**src/rtl/data_mem_lsu.sv**
```systemverilog
// Load/store initiator for the byte-banked data memory: legality check, byte-enable generation,
// load extraction with sign/zero extension, and a one-cycle response strobe.
//   state  | meaning
//   IDLE   | ready for a request
//   ACCESS | address/write-enables presented; store writes here
//   LDATA  | read data on mem_Dataout, captured at end of cycle
//   RESP   | response strobe
module data_mem_lsu #(
    parameter int MEM_BYTES = 4096
) (
    input  logic        Clk,
    input  logic        Reset,
    input  logic        req_valid,
    output logic        req_ready,
    input  logic        req_we,
    input  logic [1:0]  req_size,
    input  logic        req_unsigned,
    input  logic [31:0] req_addr,
    input  logic [31:0] req_wdata,
    output logic        resp_valid,
    output logic [31:0] resp_rdata,
    output logic        resp_err,
    output logic [31:0] mem_address,
    output logic [31:0] mem_Datain1,
    output logic [31:0] mem_Datain2,
    output logic [3:0]  mem_Wr,
    output logic        mem_enable_load_ex_mem,
    input  logic [31:0] mem_Dataout
);
    typedef enum logic [1:0] {
        IDLE   = 2'd0,
        ACCESS = 2'd1,
        LDATA  = 2'd2,
        RESP   = 2'd3
    } state_t;

    localparam logic [12:0] LP_LAST = 13'(MEM_BYTES - 1);

    state_t      r_state;
    state_t      w_next;
    logic [31:0] r_addr_q;
    logic [31:0] r_wdata_q;
    logic [31:0] r_rdata_q;
    logic [1:0]  r_size_q;
    logic        r_we_q;
    logic        r_uns_q;
    logic        r_err_q;

    logic        w_accept;
    logic        w_illegal;
    logic [12:0] w_nbytes;
    logic [12:0] w_end;
    logic [31:0] w_wdata_m;
    logic [31:0] w_ldata;
    logic [3:0]  w_wr_mask;

    assign req_ready = (r_state == IDLE) && !Reset;
    assign w_accept  = req_valid && req_ready;

    always_comb begin
        w_nbytes  = 13'd4;
        w_wdata_m = req_wdata;
        case (req_size)
            2'd0: begin
                w_nbytes  = 13'd1;
                w_wdata_m = {24'd0, req_wdata[7:0]};
            end
            2'd1: begin
                w_nbytes  = 13'd2;
                w_wdata_m = {16'd0, req_wdata[15:0]};
            end
            default: ;
        endcase
    end

    // 13-bit end address so an access straddling the top of the array cannot wrap to a small value
    assign w_end     = {1'b0, req_addr[11:0]} + w_nbytes - 13'd1;
    assign w_illegal = (req_size == 2'd3) || (req_addr[31:12] != 20'd0) || (w_end > LP_LAST);

    always_comb begin
        w_next = r_state;
        case (r_state)
            IDLE:    if (w_accept) w_next = w_illegal ? RESP : ACCESS;
            ACCESS:  w_next = r_we_q ? RESP : LDATA;
            LDATA:   w_next = RESP;
            RESP:    w_next = IDLE;
            default: w_next = IDLE;
        endcase
    end

    always_comb begin
        w_wr_mask = 4'b1111;
        w_ldata   = mem_Dataout;
        case (r_size_q)
            2'd0: begin
                w_wr_mask = 4'b0001;
                w_ldata   = {{24{mem_Dataout[7] & !r_uns_q}}, mem_Dataout[7:0]};
            end
            2'd1: begin
                w_wr_mask = 4'b0011;
                w_ldata   = {{16{mem_Dataout[15] & !r_uns_q}}, mem_Dataout[15:0]};
            end
            default: ;
        endcase
    end

    always_ff @(posedge Clk) begin
        if (Reset) begin
            r_state   <= IDLE;
            r_addr_q  <= 32'd0;
            r_wdata_q <= 32'd0;
            r_rdata_q <= 32'd0;
            r_size_q  <= 2'd0;
            r_we_q    <= 1'b0;
            r_uns_q   <= 1'b0;
            r_err_q   <= 1'b0;
        end else begin
            r_state <= w_next;
            if (w_accept) begin
                r_addr_q  <= req_addr;
                r_wdata_q <= w_wdata_m;
                r_size_q  <= req_size;
                r_we_q    <= req_we;
                r_uns_q   <= req_unsigned;
                r_err_q   <= w_illegal;
            end
            if (r_state == LDATA) r_rdata_q <= w_ldata;
        end
    end

    // Reset gates the enables combinationally so an abort in ACCESS never writes
    assign mem_Wr = ((r_state == ACCESS) && r_we_q && !r_err_q && !Reset) ? w_wr_mask : 4'b0000;
    assign mem_address            = r_addr_q;
    assign mem_Datain1            = r_wdata_q;
    assign mem_Datain2            = 32'd0;
    assign mem_enable_load_ex_mem = 1'b0;

    assign resp_valid = (r_state == RESP);
    assign resp_err   = (r_state == RESP) && r_err_q;
    assign resp_rdata = ((r_state == RESP) && !r_we_q && !r_err_q) ? r_rdata_q : 32'd0;
endmodule

```
**config.mk**
```make
export PLATFORM = sky130hd
export DESIGN_NAME = data_mem_lsu
export DESIGN_NICKNAME = d
export VERILOG_FILES = /design/src/rtl/data_mem_lsu.sv
export SDC_FILE = /design/constraint.sdc
export NUM_CORES = 1
export LEC_CHECK = 0
export BUFFER_PORTS_ARGS = -buffer_cell sky130_fd_sc_hd__buf_2
export CORE_ASPECT_RATIO = 1.1
export CORE_MARGIN = 1
export CORE_UTILIZATION = 47
export CTS_BUF_LIST = sky130_fd_sc_hd__clkbuf_8
export DETAILED_ROUTE_END_ITERATION = 7
export PLACE_DENSITY = 0.85
export SLEW_MARGIN = 25
export SYNTH_ARGS = -nofsm -noshare
export SYNTH_HDL_FRONTEND = slang
export SYNTH_SLANG_ARGS = --single-unit
```
**constraint.sdc**
```tcl
create_clock -name Clk -period 2.8 [get_ports Clk]
set_input_delay 0.28 -clock Clk [delete_from_list [all_inputs] [get_ports Clk]]
set_output_delay 0.28 -clock Clk [all_outputs]
set_load 0.05 [all_outputs]
```
==> results_dict.tcl <==
set metrics [dict create \
    die-area_sq_um 10300 \
    antenna_found_initial 0 \
    wl_mm 11.6 \
    synthMuxAreaShare 0.0216 \
    drive_gt1_frac 0.312 \
    cp_max_fo 32 \
    worst_pin_slew_ns 0.693 \
    yosysUniqueCellTypes 39 \
    rsz0062_at_grt "false" \
    cts_tree "done" \
    hp-class "input pin to flip-flop" \
    synth_top_area_frac 0.444 \
    async_flop_share 0 \
    setup_tns_ns 0 \
    synthTopCellsByArea "dfxtp_1 44%, nand2_1 7.4%, nand3_1 7.1%" \
    port_buffers 205 \
    cts-buffers-inserted 9 \
    overflow 0 \
    ys_seq_area_frac 0.444 \
    pre_cts_ws_ns 0.522 \
    place_congestion 0.805 \
    synth_top_family_by_area "simple AND/OR/NAND/NOR gates" \
    drtAntennaViolNets 0 \
    core.rowCount 37 \
    start_util 0.489 \
    mostFrequentLayoutCell "buf_2" \
    via_count 4411 \
    cts.repair.resized 0 \
    setup_viol 0 \
    core_area_sq_um 9490 \
    clock_path_buffers 2 \
    ios 239 \
    endpoint_kind "primary output" \
    die_w_um 96.8 \
    synth-xor-area-share 0 \
    syn_area_sq_um 4640 \
    finalClockSkew_ns 0.0116 \
    post-route-min-period_ns 2.16 \
    viasPerCell 4.97 \
    drt-initial-drc-count 186 \
    synthFlopType "dfxtp_1" \
    synthCells 581 \
    yosys.area.top_type "dfxtp_1" \
    synthAdderAreaFrac 0.0512 \
    final_cells 887 \
    cts_setup_buffers 0 \
    diodes 0 \
    drc_errors 0 \
    synth-compound-area-share 0.0968 \
    grt_first_pass_wirelength_mm 18.4 \
    status "completed" \
    final_cell_mix "205 x buf_2, 103 x dfxtp_1, 91 x nand2_1, 66 x nand3_1, 53 x a21oi_1" \
    critPathArrivalTime_ns 1.88 \
    max_cap_viol_count 0 \
    htree_levels 3 \
    power_mw 4.76 \
    clock.fmax_mhz 463 \
    final_nets 888 \
    clock_latency_ns 0.35 \
    synth_edf_count 0 \
    finalMaxSlewViolations 0 \
    startpoint_type "flip-flop" \
    peakVddDrop_mv 0.413 \
    clkTransAtPathRegs_ns 0.10 \
    hpwlAfterDp_mm 8.57 \
    ys_warn_count 0 \
    placed_cells 872 \
    drt-pass1-iter-count 4 \
    cts-root-buf "clkbuf_8" \
    synth-simple-area-share 0.277 \
    syn2layout_area_growth_pct 25.7 \
    period_share 0.772 \
    path_cells "ha_1 -> nor3b_2 -> buf_4 -> and2_1 -> buf_2" \
    power_leakage_nw 3.02 \
    ctsHoldBuffers 0 \
    p_per_area_nw_per_um2 816 \
    first_global_vias 3841 \
    worstPathRequired_ns 2.52 \
    hold_viol 0 \
    cts_sinks 103 \
    grt_max_degree 56 \
    cpMaxStageDelayCell "dfxtp_1" \
    critPathMaxStageDelay_ns 0.43 \
    wl_per_cell_um 13.0 \
    path_class "flip-flop to primary output" \
    worst_slack_ns 0.638 \
    avgSynthCellArea_sq_um 7.99 \
    ys_ff_latch 103 \
    gr-usage-all-layers 0.222 \
    die_h_um 106 \
    slew_headroom 0.538 \
]
## cells in the mapped netlist (2+ instances only)
cell        n
nand4_1     2
buf_2      11
or2_2       2
nand2_1    92
ha_1       19
nor2_1     36
buf_4      34
inv_1      20
a211oi_1    3
nor4_1      4
nand3_1    66
a21oi_1    53
and2_1     36
nor3_1     25
o21ai_0    16
nor3b_1     2
clkbuf_1   27
dfxtp_1   103
mux2i_1    10
## metal layers
layer | share of wire | GRT usage | up-vias
met2 | 0.49 | 0.375 | 175
met5 | 0 | 0 | -
met1 | 0.43 | 0.275 | 2002
li1 | - | - | 2226
met3 | 0.070 | 0.0644 | 8
met4 | 0.0086 | 0.0597 | 0
## worst max-delay path, delay by kind of cell, from the launching register on
family        cells  cell delay [ns]
simple gates      2             0.33
flops             1             0.43
fa+ha+maj         1             0.21
buf+inv           2             0.54
## metrics by stage
stage / cell area (sq um) / util / hold slack, ns
finish: 5830 / 0.615 / 0.103
global route: 5830 / 0.615 / 0.0859
CTS: 5830 / 0.615 / 0.0806
detailed placement: 5630 / 0.593 / 0.440
global placement: 5630 / 0.593 / 0.435
floorplan: 4770 / - / 0.379
## final timing paths
| check | startpoint | to | slack [ns] | cells after the start |
|---|---|---|---|---|
| min | req_wdata[1] | mem_Datain1[1]$_SDFFE_PP0P_ | 0.10 | 3 |
| max | r_state[1]$_SDFFE_PP0P_ | resp_rdata[26] | 0.64 | 5 |
| min reg2reg | mem_Datain1[20]$_SDFFE_PP0P_ | mem_Datain1[20]$_SDFFE_PP0P_ | 0.45 | 2 |
| max reg2reg | r_state[1]$_SDFFE_PP0P_ | mem_Datain1[26]$_SDFFE_PP0P_ | 0.80 | 7 |
## cell type report
| class | instances | area, sq um |
|---|---|---|
| Clock buffer | 10 | 138 |
| Clock inverter | 5 | 66.3 |
| Fill cell | 895 | 3660 |
| Inverter | 21 | 78.8 |
| Multi-Input combinational cell | 415 | 2210 |
| Sequential cell | 103 | 2060 |
| Tap cell | 117 | 146 |
| Timing Repair Buffer | 216 | 1130 |
## cell families (layout without fill, tap and decap cells)
family,count (synthesis),in the layout
adder cells (fa/ha/maj),19,19
buffers and inverters,95,252
AO/OA/AOI/OAI,80,80
AND/OR/NAND/NOR,273,273
multiplexers,10,10
flip-flops,103,103
other,1,33
## report_power, final
group	total, mW	internal, mW	switching [mW]
logic	1.85	0.518	1.33
registers	1.96	1.79	0.165
clock network	0.951	0.444	0.507
## flip-flops by register name, indices dropped and copies added, names as in the netlist
| register | count |
|---|---|
| mem_Datain1 | 32 |
| r_we_q | 1 |
| r_err_q | 1 |
| r_uns_q | 1 |
| r_size_q | 2 |
| mem_address | 32 |
| r_rdata_q | 32 |
| r_state | 2 |
Note: power is estimated with default switching activity, not from simulation.
